### config.mk
export PLATFORM = sky130hd
export DESIGN_NAME = sum_display_driver_flat
export DESIGN_NICKNAME = d
export VERILOG_FILES = /design/src/rtl/sum_display_driver_if.sv /design/src/rtl/sum_display_driver.sv /design/src/flat_wrapper.sv
export SDC_FILE = /design/constraint.sdc
export NUM_CORES = 1
export LEC_CHECK = 0
export CAP_MARGIN = 20
export CORE_MARGIN = 1.5
export CORE_UTILIZATION = 34
export CTS_CLUSTER_SIZE = 25
export DETAILED_ROUTE_END_ITERATION = 12
export SLEW_MARGIN = 20
export SYNTH_ARGS = -nofsm -noshare
export SYNTH_HDL_FRONTEND = slang
export SYNTH_SLANG_ARGS = --single-unit
### constraint.sdc
create_clock -name clk -period 1.75 [get_ports clk]
set_clock_uncertainty 0.2 [all_clocks]
set_input_delay 0.35 -clock clk [delete_from_list [all_inputs] [get_ports clk]]
set_output_delay 0.35 -clock clk [all_outputs]
set_load 0.1 [all_outputs]
### src/rtl/sum_display_driver_if.sv
// ============================================================================
// sum_display_driver_if : load/value handshake and display pins of the driver
// Revision: 1.0
// ============================================================================
`default_nettype none

interface sum_display_driver_if #(
  parameter int WIDTH  = 8,
  parameter int DIGITS = 3
);
  logic              load;
  logic [WIDTH-1:0]  value;
  logic              busy;
  logic [DIGITS-1:0] an;
  logic [6:0]        seg;

  modport master (output load, value, input busy, an, seg);
  modport slave  (input load, value, output busy, an, seg);
endinterface

`default_nettype wire

### src/rtl/sum_display_driver.sv
// ============================================================================
// sum_display_driver : captures a binary sum, converts it to BCD one bit per
// clock, and scans it onto a common-anode 7-segment display.
// Revision: 1.0
// ============================================================================
`default_nettype none

module sum_display_driver #(
  parameter int WIDTH       = 8,
  parameter int DIGITS      = 3,
  parameter int REFRESH_DIV = 50000
) (
  input  logic                 clk,
  input  logic                 rst_n,
  sum_display_driver_if.slave  bus
);

  localparam int c_CNT_W = (WIDTH > 1) ? $clog2(WIDTH) : 1;
  localparam int c_IDX_W = (DIGITS > 1) ? $clog2(DIGITS) : 1;
  localparam int c_REF_W = $clog2(REFRESH_DIV);
  localparam int c_BCD_W = 4 * DIGITS;

  localparam logic [c_CNT_W-1:0] c_LAST_BIT = c_CNT_W'(WIDTH - 1);
  localparam logic [c_IDX_W-1:0] c_LAST_IDX = c_IDX_W'(DIGITS - 1);
  localparam logic [c_REF_W-1:0] c_LAST_REF = c_REF_W'(REFRESH_DIV - 1);
  localparam logic [DIGITS-1:0]  c_AN_RST   = ~(DIGITS'(1));
  localparam logic [6:0]         c_SEG_ZERO = 7'b1000000;
  localparam logic [6:0]         c_SEG_BLNK = 7'b1111111;

  typedef enum logic [0:0] {
    S_IDLE    = 1'b0,
    S_CONVERT = 1'b1
  } state_t;

  state_t               r_state;
  logic [WIDTH-1:0]     r_bin;
  logic [c_BCD_W-1:0]   r_bcd;
  logic [c_CNT_W-1:0]   r_bit_cnt;
  logic [c_BCD_W-1:0]   r_digits;
  logic [c_REF_W-1:0]   r_ref_cnt;
  logic [c_IDX_W-1:0]   r_scan_idx;
  logic [DIGITS-1:0]    r_an;
  logic [6:0]           r_seg;

  logic [c_BCD_W-1:0]   w_bcd_next;
  logic [3:0]           w_nib_adj;
  logic                 w_carry;
  logic                 w_nz;
  logic [DIGITS-1:0]    w_blank;
  logic [3:0]           w_nib;
  logic                 w_sel_blank;
  logic [DIGITS-1:0]    w_an_next;
  logic [6:0]           w_seg_next;

  function automatic logic [6:0] seg_decode(input logic [3:0] nib);
    case (nib)
      4'd0:    seg_decode = 7'b1000000;
      4'd1:    seg_decode = 7'b1111001;
      4'd2:    seg_decode = 7'b0100100;
      4'd3:    seg_decode = 7'b0110000;
      4'd4:    seg_decode = 7'b0011001;
      4'd5:    seg_decode = 7'b0010010;
      4'd6:    seg_decode = 7'b0000010;
      4'd7:    seg_decode = 7'b1111000;
      4'd8:    seg_decode = 7'b0000000;
      4'd9:    seg_decode = 7'b0010000;
      default: seg_decode = c_SEG_BLNK;
    endcase
  endfunction

  // Add-3 then shift: each nibble's adjusted MSB carries into the next nibble's LSB.
  always_comb begin
    w_bcd_next = '0;
    w_nib_adj  = '0;
    w_carry    = r_bin[WIDTH-1];
    for (int k = 0; k < DIGITS; k++) begin
      w_nib_adj = r_bcd[4*k +: 4];
      if (w_nib_adj >= 4'd5) w_nib_adj = w_nib_adj + 4'd3;
      w_bcd_next[4*k +: 4] = {w_nib_adj[2:0], w_carry};
      w_carry = w_nib_adj[3];
    end
  end

  always_ff @(posedge clk or negedge rst_n) begin
    if (!rst_n) begin
      r_state   <= S_IDLE;
      r_bin     <= '0;
      r_bcd     <= '0;
      r_bit_cnt <= '0;
      r_digits  <= '0;
    end else begin
      case (r_state)
        S_IDLE: begin
          if (bus.load) begin
            r_bin     <= bus.value;
            r_bcd     <= '0;
            r_bit_cnt <= '0;
            r_state   <= S_CONVERT;
          end
        end
        S_CONVERT: begin
          r_bcd     <= w_bcd_next;
          r_bin     <= {r_bin[WIDTH-2:0], 1'b0};
          r_bit_cnt <= r_bit_cnt + 1'b1;
          if (r_bit_cnt == c_LAST_BIT) begin
            r_digits <= w_bcd_next;
            r_state  <= S_IDLE;
          end
        end
        default: r_state <= S_IDLE;
      endcase
    end
  end

  // Leading-zero blanking walks from the most significant digit down.
  always_comb begin
    w_nz        = 1'b0;
    w_blank     = '0;
    w_nib       = '0;
    w_sel_blank = 1'b0;
    w_an_next   = '1;
    for (int k = DIGITS - 1; k >= 0; k--) begin
      w_nz       = w_nz | (r_digits[4*k +: 4] != 4'd0);
      w_blank[k] = (k != 0) && !w_nz;
    end
    for (int k = 0; k < DIGITS; k++) begin
      if (r_scan_idx == c_IDX_W'(k)) begin
        w_nib        = r_digits[4*k +: 4];
        w_sel_blank  = w_blank[k];
        w_an_next[k] = 1'b0;
      end
    end
    w_seg_next = w_sel_blank ? c_SEG_BLNK : seg_decode(w_nib);
  end

  always_ff @(posedge clk or negedge rst_n) begin
    if (!rst_n) begin
      r_ref_cnt  <= '0;
      r_scan_idx <= '0;
      r_an       <= c_AN_RST;
      r_seg      <= c_SEG_ZERO;
    end else begin
      r_an  <= w_an_next;
      r_seg <= w_seg_next;
      if (r_ref_cnt == c_LAST_REF) begin
        r_ref_cnt  <= '0;
        r_scan_idx <= (r_scan_idx == c_LAST_IDX) ? '0 : r_scan_idx + 1'b1;
      end else begin
        r_ref_cnt <= r_ref_cnt + 1'b1;
      end
    end
  end

  assign bus.busy = (r_state == S_CONVERT);
  assign bus.an   = r_an;
  assign bus.seg  = r_seg;

endmodule

`default_nettype wire

### src/flat_wrapper.sv
// flat-port wrapper written by rule: the top's interface ports become plain ports
module sum_display_driver_flat 
#(
  parameter int WIDTH       = 8,
  parameter int DIGITS      = 3,
  parameter int REFRESH_DIV = 50000
)
  (clk, rst_n, bus_load, bus_value, bus_busy, bus_an, bus_seg);
  sum_display_driver_if #(.WIDTH(WIDTH), .DIGITS(DIGITS)) bus_i ();
  input  logic clk;
  input  logic rst_n;
  input wire logic [$bits(bus_i.load)-1:0] bus_load;
  input wire logic [$bits(bus_i.value)-1:0] bus_value;
  output wire logic [$bits(bus_i.busy)-1:0] bus_busy;
  output wire logic [$bits(bus_i.an)-1:0] bus_an;
  output wire logic [$bits(bus_i.seg)-1:0] bus_seg;
  assign bus_i.load = bus_load;
  assign bus_i.value = bus_value;
  assign bus_busy = bus_i.busy;
  assign bus_an = bus_i.an;
  assign bus_seg = bus_i.seg;
  sum_display_driver #(.WIDTH(WIDTH), .DIGITS(DIGITS), .REFRESH_DIV(REFRESH_DIV)) u_core (.clk(clk), .rst_n(rst_n), .bus(bus_i));
endmodule
Word level (Yosys, flattened, before mapping)
Memories as Yosys holds them, arrays and structs flattened.
Index checks and enable logic that the tools add are counted.
- memories: 1
- register bits after elaboration: 64
- input bits: 11
- logic and storage cells: 55
- memory bits (read-only): 112
- bitwise gates (word level): 2
- order comparisons: 3
- equality and inequality tests: 5
- add/sub/neg operators: 6
- multiplexer cells: 23
- reduce and logical (&&, ||, !) cells: 6
- memory list (memory ; depth ; width ; read ports ; clocked after Yosys merged registers in ; write ports ; line ; text):
    (name not given) ; 16 ; 7 ; 1 ; 0 ; 0 ; sum_display_driver.sv:56 ; case (nib)
- operator list (cell ; number):
    $pmux W12 S2 ; 1
    $mux W4 ; 5
    $add A16 B1 Y16 const B ; 1
    $eq A16 B16 Y1 const B ; 1
    $mux W16 ; 1
    $pmux W8 S2 ; 1
    $ge A4 B3 Y1 const B ; 3
    $mux W12 ; 1
    $add A4 B2 Y4 const B ; 2
    $mux W8 ; 1
    $reduce_bool A4 Y1 ; 2
    $mux W1 ; 7
    $mux W7 ; 1
    $mux W3 ; 2
    $pmux W3 S2 ; 1
    $add A3 B1 Y3 const B ; 1
    $add A3 B2 Y3 const B ; 1
    $eq A3 B3 Y1 const B ; 1
    $add A2 B1 Y2 const B ; 1
    $eq A2 B1 Y1 const B ; 1
    $eq A2 B2 Y1 const B ; 1
    $logic_not A1 Y1 ; 2
    $logic_not A2 Y1 ; 1
    $mux W2 ; 1
    other kinds (5) ; 5

Logic depth before layout (Yosys ltp)
Gate-level depths: netlist of the first run.
- word-level depth: 6
- mapped depth: 8
- gate-level depth less buffers: 6

Worst setup path after synthesis of the first run
No wires, ideal clock.
- path kind: reg2reg
- start point: register u_core.r_state, in the netlist u_core.bus.busy
- end point: register u_core.r_state, in the netlist u_core.bus.busy
- period minus slack after synthesis: 1.984 ns
- data arrival time: 1.704 ns
- library setup time: 0.080 ns
- buffers on the path: 2
- data required time: 1.470 ns
- cell stages (with the launch flop): 4
- slack: -0.234 ns
- cells stage by stage: dfrtp_1 clkbuf_1 buf_2 mux2i_1
- longest elaborated chain between the ends: 2
- ends and longest elaborated chain (item ; line ; text):
    from (decl) ; sum_display_driver.sv:35 ; state_t r_state;
    from (signal assigned) ; sum_display_driver.sv:86 ; r_state <= S_IDLE;
    from (signal assigned) ; sum_display_driver.sv:98 ; r_state <= S_CONVERT;
    from (signal assigned) ; sum_display_driver.sv:107 ; r_state <= S_IDLE;
    $not A1 Y1 ; n/a ;
    $pmux W1 S2 (*) ; sum_display_driver.sv:92 ; case (r_state)
Every way passes the cells marked *; elsewhere a longest branch is shown, timed or not.
A chain may end at the register's enable or synchronous reset.

Worst setup path in the final report of the first run
- start point: register u_core.r_scan_idx[0]
- end point: register u_core.r_seg[3], in the netlist u_core.bus.seg[3]
- longest elaborated chain between the ends: 6
- elaborated cells on any way between the ends: 10
- classes of those cells: eq/ne: 2; mux: 6; reduce/logical: 1; memory: 1
- ends and longest elaborated chain (item ; line ; text):
    from (decl) ; sum_display_driver.sv:41 ; logic [c_IDX_W-1:0] r_scan_idx;
    from (signal assigned) ; sum_display_driver.sv:147 ; r_scan_idx <= (r_scan_idx == c_LAST_IDX) ? '0 : r_scan_idx + 1'b1;
    $logic_not A2 Y1 ; sum_display_driver.sv:127 ; if (r_scan_idx == c_IDX_W'(k)) begin
    $mux W4 (3 in a row) ; sum_display_driver.sv:127 ;
    $mem_v2 Z16 W7 ; n/a ;
    $mux W7 (*) ; sum_display_driver.sv:133 ; w_seg_next = w_sel_blank ? c_SEG_BLNK : seg_decode(w_nib);
    named net u_core.w_seg_next[3] ; sum_display_driver.sv:53 ; logic [6:0] w_seg_next;
    to (signal assigned) ; sum_display_driver.sv:141 ; r_seg <= c_SEG_ZERO;
    to (signal assigned) ; sum_display_driver.sv:144 ; r_seg <= w_seg_next;
    to (decl) ; sum_display_driver.sv:43 ; logic [6:0] r_seg;
The timed path passes the listed nets; every way through them passes the cells marked *.

==> results of run 1 <==
## state kept, by name (all words and copies together) (netlist names)
register,cells
u_core.r_bit_cnt,3
u_core.r_digits,12
u_core.bus.busy,1
u_core.r_scan_idx,2
u_core.r_bin,8
u_core.r_bcd,12
u_core.r_ref_cnt,16
u_core.bus.seg,7
u_core.bus.an,3
## through the flow
step           setup slack [ps]  total power [W]
2_1_floorplan             -64.9          0.00451
3_3_place_gp              -9.52          0.00554
3_5_place_dp              -80.4          0.00565
4_1_cts                   -59.2          0.00731
5_1_grt                    -129          0.00794
6_report                  -63.6          0.00747
## power breakdown
part / internal (W) / switching (W)
clock network: 0.000992 / 0.000596
registers: 0.00195 / 0.000451
logic: 0.00163 / 0.00185
total: 0.00457 / 0.00290
## repair_timing
action / 4_1_cts / 5_1_grt
setup endpoints to repair: 10 / 25
setup buffers: 2 / 4
hold buffers: 1 / 0
hold endpoints to repair: 11 / 0
gates resized for setup: 4 / 21
pin swaps: 2 / 4
## cell families after synthesis
| kind of cell | count (synthesis) |
|---|---|
| buf+inv | 24 |
| simple gates | 94 |
| fa+ha+maj | 10 |
| flops | 64 |
| mux | 31 |
| compound gates | 55 |
| xor+xnor | 14 |
## placed cells by master (no fill, tap or decap), types with 4 or more instances in the layout
master           Yosys  final
a21oi_1             12      9
a2bb2oi_4            4      4
buf_12               1     12
buf_4                1     42
clkbuf_8             0     10
clkdlybuf4s50_1      0      9
dfrtp_1             61     59
ha_1                10      7
inv_1               10      8
mux2i_1             23     23
nand2_1             37     36
nand2b_1             6      4
nand3_1              7      7
nand4_1              5      5
nor2_1              15     14
nor3b_1             10     10
o21ai_0             23     21
o21ai_1              3      4
xnor2_1              8      8
xor2_1               6      6
## cell type report
type	count	area [sq um]
clock buffers	10	138
clock inverters	6	115
fillers	856	4890
inverters	13	51.3
multi-input cells	204	1600
flip-flops and latches	64	1610
well taps	129	161
repair buffers	67	683
## worst max path at each step
| stage | from | end | slack [ps] | cells past startpoint |
|---|---|---|---|---|
| floorplan | u_core.r_scan_idx[1] | u_core.bus.seg[3] | -60 | 8 |
| global placement | u_core.r_scan_idx[0] | u_core.bus.seg[3] | -10 | 5 |
| detailed placement | u_core.r_scan_idx[0] | u_core.bus.seg[3] | -80 | 6 |
| CTS | u_core.r_scan_idx[0] | u_core.bus.seg[3] | -60 | 6 |
| global route | u_core.r_scan_idx[0] | u_core.bus.seg[3] | -130 | 6 |
| finish | u_core.r_scan_idx[0] | u_core.bus.seg[3] | -60 | 6 |
## routing by layer
| layer | track usage | part of all wire |
|---|---|---|
| met1 | 0.165 | 0.47 |
| met2 | 0.216 | 0.48 |
| met3 | 0.0334 | 0.038 |
| met4 | 0.0585 | 0.015 |
| met5 | 0 | 0 |
==> impl_metrics.py, run 1 <==
metrics = {
    "routing": {
        "ant_nets": 0,
        "drt_iter0_markers": 46,
        "drt-pass1-iter-count": 5,
        "vias_per_cell": 4.76,
        "drcViolationCount": 0,
        "totalWireLength_um": 6160,
        "vias": 2348,
        "wl_per_cell_um": 12.5,
    },
    "critical_path": {
        "critPathLaunchType": "flip-flop",
        "slowest_delay_ps": 430,
        "cp-end-kind": "flip-flop",
        "cp_cell_sequence": "mux2i_2, a2bb2oi_4, inv_4, ha_4, a21o_1, o2111ai_1",
        "cp_max_fo": 5,
        "cp.required_ps": 1750,
        "rrSetupSlack_ps": -60,
        "crit_buf_inv": 1,
        "r2r_start": "u_core.r_scan_idx[0]",
        "rr_worst_depth": 6,
        "worst-endpoint-arrival_ps": 1810,
        "r2r-end": "u_core.bus.seg[3]",
        "cp_slowest_cell": "dfrtp_2",
        "path_class": "flip-flop to flip-flop",
        "crit_family": "flip-flops",
    },
    "finish": {
        "antenna_cells": 0,
        "design_area_sq_mm": 0.00435,
        "final_nets": 380,
        "area_growth_syn_to_layout_pct": 34.9,
        "final_util": 0.471,
        "fin_cells": 493,
        "layout-drive-gt1-share": 0.310,
    },
    "yosys": {
        "synth_compound_area_frac": 0.130,
        "netlist_top_cells_area": "dfrtp_1 47%, mux2i_1 7.1%, nand2_1 4.3%, ha_1 3.9%, o21ai_0 3.6%",
        "synth_top_area_frac": 0.473,
        "yosysSeqAreaShare": 0.497,
        "synth_top_area_cell": "dfrtp_1",
        "post_synth_inst_count": 292,
        "ys_async_sr_fraction": 1.00,
        "synthSimpleGateAreaFrac": 0.150,
        "synth_commonest_cells": "61 x dfrtp_1, 37 x nand2_1, 23 x mux2i_1, 23 x o21ai_0, 15 x nor2_1",
        "ys_seq_elements": 64,
        "synth_adder_area_share": 0.0388,
        "syn_area_per_cell_sq_um": 11.1,
        "syn_area_sq_mm": 0.00323,
        "ys_dominant_reg_cell": "dfrtp_1",
        "yosysMostFrequentCell": "dfrtp_1",
        "muxShareOfSynthArea": 0.105,
        "yosysUniqueCellTypes": 50,
        "syn-num-nets": 313,
        "synth_xor_area_frac": 0.0380,
        "yosys_warnings": 0,
        "synth_edf_count": 0,
        "synth_top_family_by_area": "simple AND/OR/NAND/NOR gates",
    },
    "floorplanning": {
        "die_area_sq_mm": 0.0101,
        "core_sq_mm": 0.00924,
        "die_h_um": 100,
        "die_width_um": 100,
        "rows": 35,
        "pin_count": 22,
        "initial_core_util": 0.349,
    },
    "grt": {
        "grt-ovfl-total": 0,
        "grt_pass1_vias": 2304,
        "grt_pass1_wl_um": 10500,
        "grt_max_degree": 42,
        "antenna_found_initial": 0,
        "grt.total_usage": 0.132,
    },
    "clocking": {
        "root_buffer": "clkbuf_8",
        "cts_made_buffers": 9,
        "cts_tree": "done",
        "cts_buffer_depth": 2,
        "ctsHtreeMaxLevel": 3,
        "clk_latency_ps": 350,
        "cts_sinks": 64,
        "path_clk_slew_ps": 80,
    },
    "sta": {
        "rsz0062_at_grt": "yes",
        "fmax_mhz": 551,
        "hold_violations": 0,
        "setup_ws_ps": -63.6,
        "fin_crit_ps": 1810,
        "whs_ps": 221,
        "slew_violations": 0,
        "timing.final.crit_share": 1.04,
        "tightestPinTransition_ps": 380,
        "setup-violations-final": 4,
        "setup_tns_ps": -123,
        "relSlewSlack": 0.747,
    },
    "placement": {
        "dp.cells": 470,
        "placed_area_sq_mm": 0.00394,
        "io_buffers": 21,
        "hpwlAfterDp_um": 4410,
        "globalplace.congestion": 0.810,
    },
    "job": {
        "drv_cap": 0,
    },
    "hold_path": {
        "holdCritPathClass": "input port to async pin",
    },
    "pwr": {
        "power_density_mw_per_mm2": 1720,
        "vdd_drop_max_uv": 1010,
        "power.leakage_nw": 2.01,
    },
    "status": {
        "violations": "setup timing",
        "status": "complete, but fails checks",
    },
}
Note: power is estimated with default switching activity, not from simulation.
==> inputs of run 2 (changes only) <==
--- a/config.mk
+++ b/config.mk
@@ -9,5 +9,5 @@
 export CORE_MARGIN = 1.5
 export CORE_UTILIZATION = 34
-export CTS_CLUSTER_SIZE = 25
+export CTS_CLUSTER_SIZE = 12
 export DETAILED_ROUTE_END_ITERATION = 12
 export SLEW_MARGIN = 20
==> constraint.sdc (replaced) <==
create_clock -name clk -period 1.75 [get_ports clk]
set_clock_uncertainty 0.2 [all_clocks]
set_input_delay 0.175 -clock clk [delete_from_list [all_inputs] [get_ports clk]]
set_output_delay 0.175 -clock clk [all_outputs]
set_load 0.1 [all_outputs]
==> impl_metrics.py, run 2 (synthesized netlist as in run 1, its figures left out) <==
metrics = {
    "critical_path": {
        "crit_family": "flip-flops",
        "cp_cell_sequence": "buf_6, nor2b_4, buf_6, a2bb2oi_4, inv_4, ha_4, a21o_1, o2111ai_1",
        "path_class": "flip-flop to flip-flop",
        "cp.required_ps": 1760,
        "crit_buf_inv": 3,
        "cp_max_fo": 4,
        "cp_slowest_cell": "dfrtp_2",
        "worst-endpoint-arrival_ps": 1760,
        "cp-end-kind": "flip-flop",
        "critical-path-top-cell-by-count": "buf_6",
        "critPathLaunchType": "flip-flop",
        "slowest_delay_ps": 420,
    },
    "sta": {
        "tightestPinTransition_ps": 441,
        "setup_tns_ps": 0,
        "hold_violations": 0,
        "slew_violations": 0,
        "fin_crit_ps": 1750,
        "timing.final.crit_share": 0.998,
        "rsz0062_at_grt": "yes",
        "fmax_mhz": 573,
        "relSlewSlack": 0.706,
        "setup-violations-final": 0,
    },
    "finish": {
        "top_regs": "u_core.r_ref_cnt x16, u_core.r_bcd x12, u_core.r_digits x12",
        "layout-drive-gt1-share": 0.318,
        "fin_cells": 491,
        "largest_reg_flops": 16,
        "final_common_cell": "dfrtp_1",
        "area_growth_syn_to_layout_pct": 32.6,
        "antenna_cells": 0,
        "design_area_sq_mm": 0.00428,
        "fillers": 870,
        "final_nets": 378,
        "largest_register": "u_core.r_ref_cnt",
        "layout_common_cells": "59 x dfrtp_1, 37 x nand2_1, 37 x buf_4, 22 x o21ai_0, 22 x mux2i_1",
    },
    "routing": {
        "ant_nets": 0,
        "drt_iter0_markers": 52,
        "drcViolationCount": 0,
        "totalWireLength_um": 6100,
        "wl_per_cell_um": 12.4,
        "drt-pass1-iter-count": 4,
        "vias": 2295,
        "vias_per_cell": 4.67,
    },
    "placement": {
        "placed_area_sq_mm": 0.00394,
        "hpwlAfterDp_um": 4400,
        "globalplace.congestion": 0.758,
        "dp.cells": 470,
        "io_buffers": 21,
    },
    "floorplanning": {
        "pin_count": 22,
        "initial_core_util": 0.349,
        "die_width_um": 100,
        "die_area_sq_mm": 0.0101,
        "rows": 35,
        "core_sq_mm": 0.00924,
        "die_h_um": 100,
    },
    "grt": {
        "antenna_found_initial": 0,
        "grt_pass1_vias": 2255,
        "grt-ovfl-total": 0,
        "grt_pass1_wl_um": 10600,
        "grt.total_usage": 0.134,
        "grt_max_degree": 31,
    },
    "pwr": {
        "power_density_mw_per_mm2": 1630,
        "power.leakage_nw": 1.97,
        "vdd_drop_max_uv": 877,
    },
    "hold_path": {
        "holdCritPathClass": "input port to async pin",
    },
    "clocking": {
        "path_clk_slew_ps": 70,
        "clk_latency_ps": 340,
        "cts_tree": "done",
        "root_buffer": "clkbuf_8",
        "cts_made_buffers": 9,
        "ctsHtreeMaxLevel": 3,
        "cts_buffer_depth": 2,
        "cts_sinks": 64,
    },
    "job": {
        "drv_cap": 0,
    },
    "status": {
        "status": "completed",
    },
}
run 2: cell count changes in the layout (fill, tap and decap cells not counted), sizes merged:
cell / before / now
bufinv: 3 / 0
buf: 57 / 55
inv: 13 / 12
clkbuf: 10 / 11
clkinv: 2 / 5
run 2: final timing paths:
kind	slack, ps	to	cells past startpoint	startpoint
worst max-delay path	4	u_core.bus.seg[3]	8	u_core.r_scan_idx[0]
worst max register to register	4	u_core.bus.seg[3]	8	u_core.r_scan_idx[0]
min in group clk	240	u_core.r_bin[0]	3	bus_value[0]
max in group asynchronous	680	u_core.bus.an[2]	3	rst_n
worst min-delay path	100	u_core.r_ref_cnt[5]	2	rst_n
worst min register to register	280	u_core.r_ref_cnt[15]	1	u_core.r_ref_cnt[15]
run 2: worst register-to-register path, stage by stage (launching register included):
cell       delay (ps)
dfrtp_2           420
buf_6             140
nor2b_4            50
buf_6             120
a2bb2oi_4         160
inv_4              50
ha_4              260
a21o_1            100
o2111ai_1         100
run 2: layer usage:
layer / vias to the layer above / track usage / wire [um]
li1: 1148 / - / -
met1: 1110 / 0.169 / 2830
met2: 32 / 0.216 / 3030
met3: 5 / 0.0481 / 202
met4: 0 / 0.0390 / 40
met5: - / 0 / 0
run 2: layout make-up:
cell class	count	area, sq um	share of cell area
flip-flops and latches	64	1610	0.376
repair buffers	65	679	0.159
clock buffers	11	151	0.0354
multi-input cells	204	1600	0.373
inverters	13	51.3	0.0120
well taps	129	161	0.0377
clock inverters	5	31.3	0.00731
run 2: where the power goes:
group	leakage (nW)	switching, W	internal (W)	total [W]
clock network	0.0951	0.000582	0.000586	0.00117
registers	0.811	0.000470	0.00195	0.00242
logic	1.07	0.00180	0.00160	0.00341
run 2: through the flow:
step	setup WS (ps)	util	hold WS, ps	power (W)
global placement	2.72	0.427	-62.4	0.00559
global route	-72.8	0.463	135	0.00749
floorplan	-64.9	-	-321	0.00451
CTS	-2.41	0.451	93.7	0.00692
detailed placement	-35.3	0.427	-57.4	0.00569
finish	3.84	0.463	105	0.00699
run 2: repair_timing:
item                                    4_1_cts  5_1_grt
resized for setup                             5       25
pin swaps                                     1        7
hold buffers                                  1        0
endpoints found under the setup margin        7       21
endpoints found under the hold margin        62        0
setup buffers                                 1        3
==> inputs of run 3 (changes only) <==
Clock period 1.75 ns to 1.5 ns, I/O delays scaled along.
==> impl_metrics.py, run 3 (synthesized netlist as in run 1, its figures left out) <==
metrics = {
    "status": {
        "status": "complete, but fails checks",
        "violations": "setup timing",
    },
    "pwr": {
        "vdd_drop_max_uv": 1120,
        "switching_share": 0.407,
        "p_clk_frac": 0.146,
        "seqPwrFrac": 0.309,
        "comb_power_share": 0.545,
        "p_switching_w": 0.00373,
        "power_density_mw_per_mm2": 1870,
        "power.leakage_nw": 2.22,
        "intPower_w": 0.00545,
    },
    "finish": {
        "fin_cells": 521,
        "largest_register": "u_core.r_ref_cnt",
        "fillers": 820,
        "layout-drive-gt1-share": 0.490,
        "layout_common_cells": "56 x dfrtp_1, 55 x buf_4, 32 x nand2_1, 22 x mux2i_1, 16 x buf_12",
        "antenna_cells": 0,
        "final_util": 0.532,
        "final_nets": 408,
        "final_common_cell": "dfrtp_1",
        "top_regs": "u_core.r_ref_cnt x16, u_core.r_bcd x12, u_core.r_digits x12",
        "area_growth_syn_to_layout_pct": 52.3,
        "largest_reg_flops": 16,
    },
    "job": {
        "drv_cap": 0,
    },
    "floorplanning": {
        "rows": 35,
        "core_sq_mm": 0.00924,
        "die_width_um": 100,
        "die_area_sq_mm": 0.0101,
        "pin_count": 22,
        "die_h_um": 100,
        "initial_core_util": 0.349,
    },
    "grt": {
        "antenna_found_initial": 0,
        "grt_pass1_wl_um": 11600,
        "grt-ovfl-total": 0,
        "grt.total_usage": 0.147,
        "grt_pass1_vias": 2534,
        "grt_max_degree": 37,
    },
    "sta": {
        "rsz0062_at_grt": "yes",
        "timing.final.crit_share": 1.19,
        "tightestPinTransition_ps": 369,
        "fin_crit_ps": 1790,
        "setup_ws_ps": -290,
        "slew_violations": 0,
        "setup-violations-final": 32,
        "fmax_mhz": 559,
        "hold_violations": 0,
        "relSlewSlack": 0.752,
        "whs_ps": 43.0,
    },
    "routing": {
        "wl_per_cell_um": 13.0,
        "drt-pass1-iter-count": 4,
        "vias_per_cell": 4.67,
        "drt_iter0_markers": 44,
        "ant_nets": 0,
        "vias": 2433,
        "totalWireLength_um": 6770,
        "drcViolationCount": 0,
    },
    "clocking": {
        "cts_buffer_depth": 2,
        "cts_made_buffers": 9,
        "clk_latency_ps": 340,
        "root_buffer": "clkbuf_8",
        "path_clk_slew_ps": 70,
        "cts_sinks": 64,
        "cts_tree": "done",
        "ctsHtreeMaxLevel": 3,
    },
    "hold_path": {
        "holdCritPathClass": "input port to async pin",
    },
    "critical_path": {
        "cp_max_fo": 6,
        "rr_worst_depth": 6,
        "worst-endpoint-arrival_ps": 1800,
        "cp-end-kind": "flip-flop",
        "r2r_start": "u_core.r_scan_idx[0]",
        "path_class": "flip-flop to flip-flop",
        "critPathLaunchType": "flip-flop",
        "cp.required_ps": 1510,
        "rrSetupSlack_ps": -290,
        "r2r-end": "u_core.bus.seg[0]",
    },
    "placement": {
        "post-place-ws_ps": -318,
        "hpwlAfterDp_um": 4760,
        "dp.cells": 494,
        "globalplace.congestion": 0.846,
        "io_buffers": 21,
    },
}
run 3: power by group through the flow:
stage / Sequential [W] / Combinational, W / Clock, W
CTS: 0.00280 / 0.00469 / 0.00139
finish: 0.00284 / 0.00500 / 0.00134
floorplan: 0.00343 / 0.00228 / 0
detailed placement: 0.00287 / 0.00434 / 0
global route: 0.00292 / 0.00540 / 0.00147
global placement: 0.00284 / 0.00423 / 0
run 3: final cells by class:
cell class / count / area, sq um / area share
clock buffers: 13 / 159 / 0.0323
clock inverters: 3 / 17.5 / 0.00357
inverters: 13 / 51.3 / 0.0104
multi-input cells: 204 / 1920 / 0.391
flip-flops and latches: 64 / 1610 / 0.328
well taps: 129 / 161 / 0.0328
repair buffers: 95 / 988 / 0.201
run 3: repair_timing:
| item | 4_1_cts | 5_1_grt |
|---|---|---|
| buffers inserted | 7 | 3 |
| hold buffers | 1 | 0 |
| endpoints found under the hold margin | 64 | 0 |
| pin swaps | 8 | 13 |
| setup endpoints to repair | 36 | 45 |
| resized for setup | 33 | 47 |
run 3: per-layer routing:
metal / track usage / share of wire / wire length, um / up-vias
met5: 0 / 0 / 0 / -
met4: 0.0520 / 0.014 / 93 / 0
met3: 0.0369 / 0.023 / 157 / 12
met2: 0.252 / 0.51 / 3430 / 30
met1: 0.179 / 0.46 / 3080 / 1178
li1: - / - / - / 1213
run 3: metrics by stage:
stage,TNS (ps),instance area (sq um),power [W]
after detailed placement,-3920,4300,0.00721
after floorplan,-1340,3400,0.00571
final,-3610,4910,0.00918
after global routing,-5810,4910,0.00979
after CTS,-3320,4690,0.00888
after global placement,-3130,4300,0.00707
run 3: how the worst max path moves through the flow:
stage                    startpoint  slack [ps]  cells past startpoint                end
3_5_place_dp   u_core.r_scan_idx[0]        -320                      6  u_core.bus.seg[3]
3_3_place_gp   u_core.r_scan_idx[0]        -270                      6  u_core.bus.seg[3]
6_report       u_core.r_scan_idx[0]        -290                      6  u_core.bus.seg[0]
5_1_grt        u_core.r_scan_idx[0]        -380                      6  u_core.bus.seg[3]
2_1_floorplan  u_core.r_scan_idx[1]        -310                      8  u_core.bus.seg[3]
4_1_cts        u_core.r_scan_idx[0]        -290                      6  u_core.bus.seg[3]
run 3: critical path, stage by stage, from the launching register on:
cell and delay [ps]:
dfrtp_2 450, buf_4 170, nor2b_4 240, buf_12 160, a2bb2oi_4 80, a211oi_4 250, a22oi_1 120
